<file path="src/rtl/rr_excl_arbiter_if.sv">
// rtl/rr_excl_arbiter_if.sv - request/grant bundle between requesters and the exclusive-resource arbiter
interface rr_excl_arbiter_if #(
  parameter int N = 4
) ();
  localparam int IDW = $clog2(N);

  logic [N-1:0]   req;
  logic           done;
  logic [N-1:0]   gnt;
  logic [IDW-1:0] gnt_id;
  logic           busy;
  logic           timeout;

  // Requester side drives requests and release; arbiter side drives the grant.
  modport master (
    output req, done,
    input  gnt, gnt_id, busy, timeout
  );

  modport slave (
    input  req, done,
    output gnt, gnt_id, busy, timeout
  );
endinterface

</file>
<file path="src/rtl/rr_excl_arbiter.sv">
// rtl/rr_excl_arbiter.sv - round-robin arbiter for one exclusive resource with dead cycle and hold limit
module rr_excl_arbiter #(
  parameter int N        = 4,
  parameter int MAX_HOLD = 8
) (
  input  logic             clk,
  input  logic             rst,
  rr_excl_arbiter_if.slave bus
);
  localparam int IDW = $clog2(N);
  localparam int CW  = $clog2(MAX_HOLD + 1);

  typedef enum logic [1:0] {IDLE, GRANT, GAP} state_t;

  state_t         state;
  logic [IDW-1:0] ptr;
  logic [CW-1:0]  cnt;
  logic [N-1:0]   gnt_q;
  logic [IDW-1:0] id_q;
  logic           busy_q;
  logic           to_q;

  logic           found;
  logic [IDW-1:0] win;
  logic [IDW-1:0] win_next;
  logic [IDW:0]   scan;
  logic [IDW:0]   nsum;
  logic           release_now;

  // Find the first requesting bit at or above ptr, wrapping past N-1 back to 0.
  always_comb begin
    found = 1'b0;
    win   = '0;
    scan  = '0;
    for (int k = 0; k < N; k++) begin
      scan = {1'b0, ptr} + (IDW+1)'(k);
      if (scan >= (IDW+1)'(N)) scan = scan - (IDW+1)'(N);
      if (!found && bus.req[scan[IDW-1:0]]) begin
        found = 1'b1;
        win   = scan[IDW-1:0];
      end
    end
    nsum = {1'b0, win} + (IDW+1)'(1);
    if (nsum >= (IDW+1)'(N)) nsum = '0;
    win_next = nsum[IDW-1:0];
  end

  // Owner lets go voluntarily or stops requesting; wins over the hold limit.
  always_comb begin
    release_now = bus.done || !bus.req[id_q];
  end

  // Arbitration FSM; every output is a register so nothing reaches the pins combinationally.
  always_ff @(posedge clk or posedge rst) begin
    if (rst) begin
      state  <= IDLE;
      ptr    <= '0;
      cnt    <= '0;
      gnt_q  <= '0;
      id_q   <= '0;
      busy_q <= 1'b0;
      to_q   <= 1'b0;
    end else begin
      case (state)
        IDLE, GAP: begin
          to_q <= 1'b0;
          if (found) begin
            state  <= GRANT;
            gnt_q  <= N'(1) << win;
            id_q   <= win;
            busy_q <= 1'b1;
            cnt    <= CW'(1);
            ptr    <= win_next;
          end else begin
            state  <= IDLE;
            gnt_q  <= '0;
            id_q   <= '0;
            busy_q <= 1'b0;
            cnt    <= '0;
          end
        end
        GRANT: begin
          if (release_now || cnt == CW'(MAX_HOLD)) begin
            state  <= GAP;
            gnt_q  <= '0;
            id_q   <= '0;
            busy_q <= 1'b0;
            cnt    <= '0;
            to_q   <= !release_now;
          end else begin
            cnt  <= cnt + CW'(1);
            to_q <= 1'b0;
          end
        end
        default: begin
          state  <= IDLE;
          gnt_q  <= '0;
          id_q   <= '0;
          busy_q <= 1'b0;
          cnt    <= '0;
          to_q   <= 1'b0;
        end
      endcase
    end
  end

  assign bus.gnt     = gnt_q;
  assign bus.gnt_id  = id_q;
  assign bus.busy    = busy_q;
  assign bus.timeout = to_q;

  // Mutual exclusion and handover invariants.
  a_onehot: assert property (@(posedge clk) disable iff (rst) $onehot0(gnt_q));
  a_busy:   assert property (@(posedge clk) disable iff (rst) busy_q == (|gnt_q));
  a_handover: assert property (@(posedge clk) disable iff (rst)
    (($past(gnt_q) != '0) && (gnt_q != '0)) |-> (gnt_q == $past(gnt_q)));
  a_to_pulse: assert property (@(posedge clk) disable iff (rst) !(to_q && $past(to_q)));
  a_gnt_req: assert property (@(posedge clk) disable iff (rst)
    ((gnt_q != '0) && ($past(gnt_q) == '0)) |-> ((gnt_q & $past(bus.req)) == gnt_q));
endmodule

</file>
<file path="src/flat_wrapper.sv">
// flat-port wrapper written by rule: the top's interface ports become plain ports
module rr_excl_arbiter_flat 
#(
  parameter int N        = 4,
  parameter int MAX_HOLD = 8
)
  (clk, rst, bus_req, bus_done, bus_gnt, bus_gnt_id, bus_busy, bus_timeout);
  rr_excl_arbiter_if #(.N(N)) bus_i ();
  input  logic clk;
  input  logic rst;
  input wire logic [$bits(bus_i.req)-1:0] bus_req;
  input wire logic [$bits(bus_i.done)-1:0] bus_done;
  output wire logic [$bits(bus_i.gnt)-1:0] bus_gnt;
  output wire logic [$bits(bus_i.gnt_id)-1:0] bus_gnt_id;
  output wire logic [$bits(bus_i.busy)-1:0] bus_busy;
  output wire logic [$bits(bus_i.timeout)-1:0] bus_timeout;
  assign bus_i.req = bus_req;
  assign bus_i.done = bus_done;
  assign bus_gnt = bus_i.gnt;
  assign bus_gnt_id = bus_i.gnt_id;
  assign bus_busy = bus_i.busy;
  assign bus_timeout = bus_i.timeout;
  rr_excl_arbiter #(.N(N), .MAX_HOLD(MAX_HOLD)) u_core (.clk(clk), .rst(rst), .bus(bus_i));
endmodule
</file>
<file path="config.mk">
export PLATFORM = sky130hd
export DESIGN_NAME = rr_excl_arbiter_flat
export DESIGN_NICKNAME = d
export VERILOG_FILES = /design/src/rtl/rr_excl_arbiter_if.sv /design/src/rtl/rr_excl_arbiter.sv /design/src/flat_wrapper.sv
export SDC_FILE = /design/constraint.sdc
export NUM_CORES = 1
export LEC_CHECK = 0
export ABC_AREA = 0
export CAP_MARGIN = 20
export CELL_PAD_IN_SITES_DETAIL_PLACEMENT = 0
export CELL_PAD_IN_SITES_GLOBAL_PLACEMENT = 1
export CORE_ASPECT_RATIO = 1.4
export CORE_MARGIN = 8
export CORE_UTILIZATION = 42
export DETAILED_ROUTE_END_ITERATION = 8
export GPL_ROUTABILITY_DRIVEN = 0
export HOLD_SLACK_MARGIN = 0.05
export PLACE_DENSITY = 0.86
export SYNTH_ARGS = -nofsm -noshare
export SYNTH_HDL_FRONTEND = slang
export SYNTH_SLANG_ARGS = --single-unit
</file>
<file path="constraint.sdc">
create_clock -name clk -period 2.45 [get_ports clk]
set_input_delay 0.49 -clock clk [delete_from_list [all_inputs] [get_ports clk]]
set_output_delay 0.49 -clock clk [all_outputs]
set_load 0.05 [all_outputs]
</file>
# [Word level (Yosys, flattened, before mapping)]
# Index checks and enable logic that the tools add are counted.
[word_totals] reg_bits=16 input_bits=7 output_inout_bits=8 elab_cells=84
[op_classes] addsub=9 magnitude_cmp=10 eq_ne=4 shift=1 muxes=40 n_reduce_logical=13
[ops] operator="$mux 2" count=12
[ops] operator="$pmux 4 s2" count=2
[ops] operator="$lt 2x3->1 const B" count=5
[ops] operator="$mux 1" count=15
[ops] operator="$ge 3x3->1 const B" count=4
[ops] operator="$mux 4" count=3
[ops] operator="$bmux 1 s2" count=5
[ops] operator="$pmux 2 s2" count=2
[ops] operator="$sub 2x1->2 const B" count=4
[ops] operator="$add 2x1->3 const B" count=2
[ops] operator="$add 2x2->3 const B" count=2
[ops] operator="$logic_not 1->1" count=5
[ops] operator="$add 4x1->4 const B" count=1
[ops] operator="$eq 4x4->1 const B" count=1
[ops] operator="$shl 1x2->4 const A" count=1
[ops] operator="$ge 2x3->1 const B" count=1
[ops] operator="$logic_and 1x1->1" count=3
[ops] operator="$eq 2x1->1 const B" count=1
[ops] operator="$eq 2x2->1 const B" count=1
[ops] operator="$logic_not 2->1" count=1
[ops] operator="$logic_or 1x1->1" count=2
[ops] operator="$ne 2x1->1 const B" count=1
[ops] operator="$pmux 1 s2" count=1
[ops] operator="$reduce_and 2->1" count=1
[ops] operator="$reduce_or 2->1" count=1

# [Longest topological paths before layout]
[depth] ltp_word=17 ltp_mapped=6 mapped_depth_nobuf=6

# [Worst setup path after synthesis]
# No wires, ideal clock.
[synth_path] path_type="input port to flip-flop" start="in bus_req[2]" end="reg u_core.ptr[1]" setup_ns=0.128 t_arrival_ns=1.608 required_time_ns=2.322 path_slack_ns=0.715 cell_stages=6 path_buffers=0 path_cell_list="inv_1 > o221a_1 > o22ai_1 > inv_1 > ha_1 > mux2_1"
[synth_between] elab_chain_len=15 word_cells_on_any_way=26 classes_between="add/sub: 1; order compare: 1; mux: 17; reduce/logical: 7"
[synth_lines] element="start, declared" line="flat_wrapper.sv:11" source="input wire logic [$bits(bus_i.req)-1:0] bus_req;"
[synth_lines] element="$bmux 1 s2" line="rr_excl_arbiter.sv:38" source="if (!found && bus.req[scan[IDW-1:0]]) begin"
[synth_lines] element="$mux 1 (implied by the code)" line="rr_excl_arbiter.sv:38"
[synth_lines] element="$mux 1" line="rr_excl_arbiter.sv:38"
[synth_lines] element="$logic_not 1->1" line="rr_excl_arbiter.sv:38"
[synth_lines] element="$logic_and 1x1->1" line="rr_excl_arbiter.sv:38"
[synth_lines] element="$mux 1" line="rr_excl_arbiter.sv:38"
[synth_lines] element="$logic_not 1->1" line="rr_excl_arbiter.sv:38"
[synth_lines] element="$logic_and 1x1->1" line="rr_excl_arbiter.sv:38"
[synth_lines] element="$mux 1" line="rr_excl_arbiter.sv:38"
[synth_lines] element="$logic_not 1->1" line="rr_excl_arbiter.sv:38"
[synth_lines] element="$logic_and 1x1->1" line="rr_excl_arbiter.sv:38"
[synth_lines] element="$mux 2 *" line="rr_excl_arbiter.sv:38"
[synth_lines] element="$add 2x1->3 *" line="rr_excl_arbiter.sv:43" source="nsum = {1'b0, win} + (IDW+1)'(1);"
[synth_lines] element="$ge 3x3->1" line="rr_excl_arbiter.sv:44" source="if (nsum >= (IDW+1)'(N)) nsum = '0;"
[synth_lines] element="$mux 2 *" line="rr_excl_arbiter.sv:44"
[synth_lines] element="named net u_core.nsum[1]" line="rr_excl_arbiter.sv:27" source="logic [IDW:0] nsum;"
[synth_lines] element="end signal, assigned" line="rr_excl_arbiter.sv:73" source="ptr <= win_next;"
[synth_lines] element="end, declared" line="rr_excl_arbiter.sv:16" source="logic [IDW-1:0] ptr;"
# The timed path passes the listed nets; every way through them passes the cells marked *. The select of a mux whose other input is x is not followed.
# A chain may end at the register's enable or synchronous reset.

# [Worst setup path in the final report]
# Ends and elaborated chain as after synthesis.

==> impl_metrics.toml <==
[outcome]
status = "finished clean"

[setup_path]
cp_max_fo = 3
cp-end-kind = "flop"
cpPeakStageDelay_ns = 0.49
critPathBufInv = 3
critPathLaunchType = "input port"
cpMostUsedCell = "inv_1"
crit_required_ns = 2.63
crit_family = "buffers and inverters"
crit_slowest_cell = "clkdlybuf4s50_1"
arrival_ns = 2.22
worstSetupPathType = "in2reg"
path_cells = "clkdlybuf4s50_1, inv_1, o221a_1, o22ai_1, inv_1, ha_1, mux2_1"

[logic_synthesis]
avgSynthCellArea_um2 = 11.14
synth_cell_types = 32
synth.cell_area_um2 = 824.5
yosysWarnings = 0
synth_seq_area_share_pct = 48.56
syn-num-nets = 87
ys_ff_latch = 16
synthCells = 74

[floorplan]
ios = 15
die_area_um2 = 3657
dieHeight_um = 68.43
std_cell_rows = 19
initial_core_util_pct = 43.36
core-area_um2 = 1902
die_x_um = 53.45

[worst_hold_path]
worst_hold_path_type = "reg2reg"

[pwr]
ir_drop_uv = 653.8
p_per_area_nw_per_um2 = 1176
total_power_w = 0.001213
leakage_nw = 0.4871

[place]
dp_hpwl_mm = 1.254
dp_slack_ns = 0.09466
post_dp_cell_area_um2 = 994.7
portBuffers = 14

[clock_network]
clk_pin_slew_ns = 0.09
htree_levels = 1
hold_buffers = 0
cts-resized-gates = 0
cts_tree = "built"
numCtsBuffers = 3
clk_path_buf_depth = 2
cts_setup_buffers = 0
cts_sinks = 16
clk_latency_ns = 0.29
clock-root-buffer = "clkbuf_4"

[timing]
fin_ws_ns = 0.4061
period_needed_ns = 2.044
tightest_slew_ns = 0.5696
rsz0062_at_grt = "no"
finalSetupTns_ns = 0
skew_ns = 0.004483
fmax_mhz = 489.3
max_slew_margin_pct = 61.98
hold_viol = 0
slew_viol_final = 0
finalCritPeriodShare_pct = 83.42
finalSetupViolCount = 0

[global_route]
grt_usage_pct = 10.69
grt_pass1_wl_mm = 2.904
grt_max_degree = 17
gr-total-overflow = 0
antenna_found_initial = 0
grt_pass1_vias = 666

[final_layout]
area_growth_pct = 25.04
fin_area_um2 = 1031
finish.utilization_pct = 54.21
fill_cells = 180
drive_gt1_share_pct = 9.677
diodes = 0
fin_nets = 107

[detailed_routing]
ant_nets = 0
drcViolationCount = 0
first_pass_iters = 3
drtIter0Drc = 13
wl_per_cell_um = 14.17
vias = 593
wl_mm = 1.615
avgViaCountPerCell = 5.202

[job]
drv_cap = 0
-- cells in the final DEF (no fill, tap or decap), types with 3 or more instances in the layout --
cell / netlist / routed
inv_1: 8 / 8
buf_4: 1 / 3
ha_1: 6 / 6
nor2b_1: 3 / 3
dfrtp_1: 16 / 16
a22o_1: 4 / 4
a21o_1: 3 / 3
nor2_1: 5 / 5
clkdlybuf4s50_1: 0 / 14
clkbuf_4: 0 / 3
-- logic make-up after synthesis --
| logic type | share of synthesized area [%] |
|---|---|
| compound gates | 18.51 |
| xor+xnor | 2.125 |
| fa+ha+maj | 9.104 |
| buf+inv | 5.918 |
| flops | 48.56 |
| mux | 3.794 |
| simple gates | 11.99 |
-- flip-flops by register name, indices dropped and copies added (netlist names) --
name	cells
u_core.bus.gnt	4
u_core.cnt	4
u_core.bus.gnt_id	2
u_core.ptr	2
u_core.state	2
u_core.bus.busy	1
u_core.bus.timeout	1
-- path summary, 6_finish.rpt --
kind	from	to	slack, ns	cells past startpoint
min	u_core.bus.busy$_DFFE_PP0P_	u_core.bus.busy$_DFFE_PP0P_	0.49	1
max	bus_req[2]	u_core.ptr[1]$_DFFE_PP0N_	0.41	7
max in group asynchronous	rst	u_core.ptr[1]$_DFFE_PP0N_	1.53	2
min in group asynchronous	rst	u_core.bus.gnt_id[0]$_DFFE_PP0P_	0.55	2
max reg2reg	u_core.ptr[0]$_DFFE_PP0N_	u_core.ptr[1]$_DFFE_PP0N_	0.72	5
min reg2reg	u_core.bus.busy$_DFFE_PP0P_	u_core.bus.busy$_DFFE_PP0P_	0.49	1
-- synthesized netlist by cell type --
| library cell | count | area share (%) |
|---|---|---|
| dfrtp_1 | 16 | 49 |
| inv_1 | 8 | 3.6 |
| ha_1 | 6 | 9.1 |
| nor2_1 | 5 | 2.3 |
| a22o_1 | 4 | 4.2 |
| a21o_1 | 3 | 2.7 |
| nor2b_1 | 3 | 2.3 |
| mux2i_1 | 2 | 2.4 |
| nand2_1 | 2 | 0.91 |
| nand2b_1 | 2 | 1.5 |
| nand3_1 | 2 | 1.2 |
| a21boi_0 | 1 | 0.91 |
| a21oi_1 | 1 | 0.61 |
| a22o_4 | 1 | 2.1 |
| a31oi_1 | 1 | 0.76 |
| and2_1 | 1 | 0.76 |
| and3_1 | 1 | 0.76 |
| buf_4 | 1 | 0.91 |
| buf_6 | 1 | 1.4 |
| mux2_1 | 1 | 1.4 |
| nand3b_1 | 1 | 0.91 |
| nor3_1 | 1 | 0.61 |
| o211ai_1 | 1 | 0.91 |
| o21a_1 | 1 | 0.91 |
| o21ai_1 | 1 | 0.61 |
| o221a_1 | 1 | 1.4 |
| o22a_1 | 1 | 1.1 |
| o22ai_1 | 1 | 0.76 |
| o22ai_2 | 1 | 1.5 |
| or2_1 | 1 | 0.76 |
| xnor2_1 | 1 | 1.1 |
| xor2_1 | 1 | 1.1 |
-- layout make-up --
cell class                      count  area, um2  area share, %
Clock buffer                        4      36.28          3.519
Inverter                            8      30.03          2.913
Multi-Input combinational cell     48      375.4          36.41
Sequential cell                    16      400.4          38.83
Tap cell                           21      26.28          2.549
Timing Repair Buffer               17      162.7          15.78
-- layer usage --
layer,part of all wire [%],up-vias,global-route usage (%)
met4,2.7,0,6.646
met1,42,283,12.07
li1,-,292,-
met3,6.0,5,2.174
met5,0,-,0
met2,50,13,17.79
-- report_power, final --
group          switching (W)  internal, W
Sequential         0.0000710     0.000355
Combinational       0.000362     0.000252
Clock              0.0000823    0.0000906
-- worst register-to-register path: stages (launching register included) --
cell	delay [ns]
dfrtp_1	0.42
o221a_1	0.29
o22ai_1	0.22
inv_1	0.11
ha_1	0.29
mux2_1	0.28
-- through the flow --
| step | hold slack, ns | instances |
|---|---|---|
| final | 0.4917 | 114 |
| after global routing | 0.5095 | 114 |
| after CTS | 0.4975 | 114 |
| after detailed placement | 0.4706 | 110 |
| after global placement | 0.4659 | 110 |
| after floorplan | 0.4037 | 74 |
No activity file was read; power rests on OpenSTA's default activity.
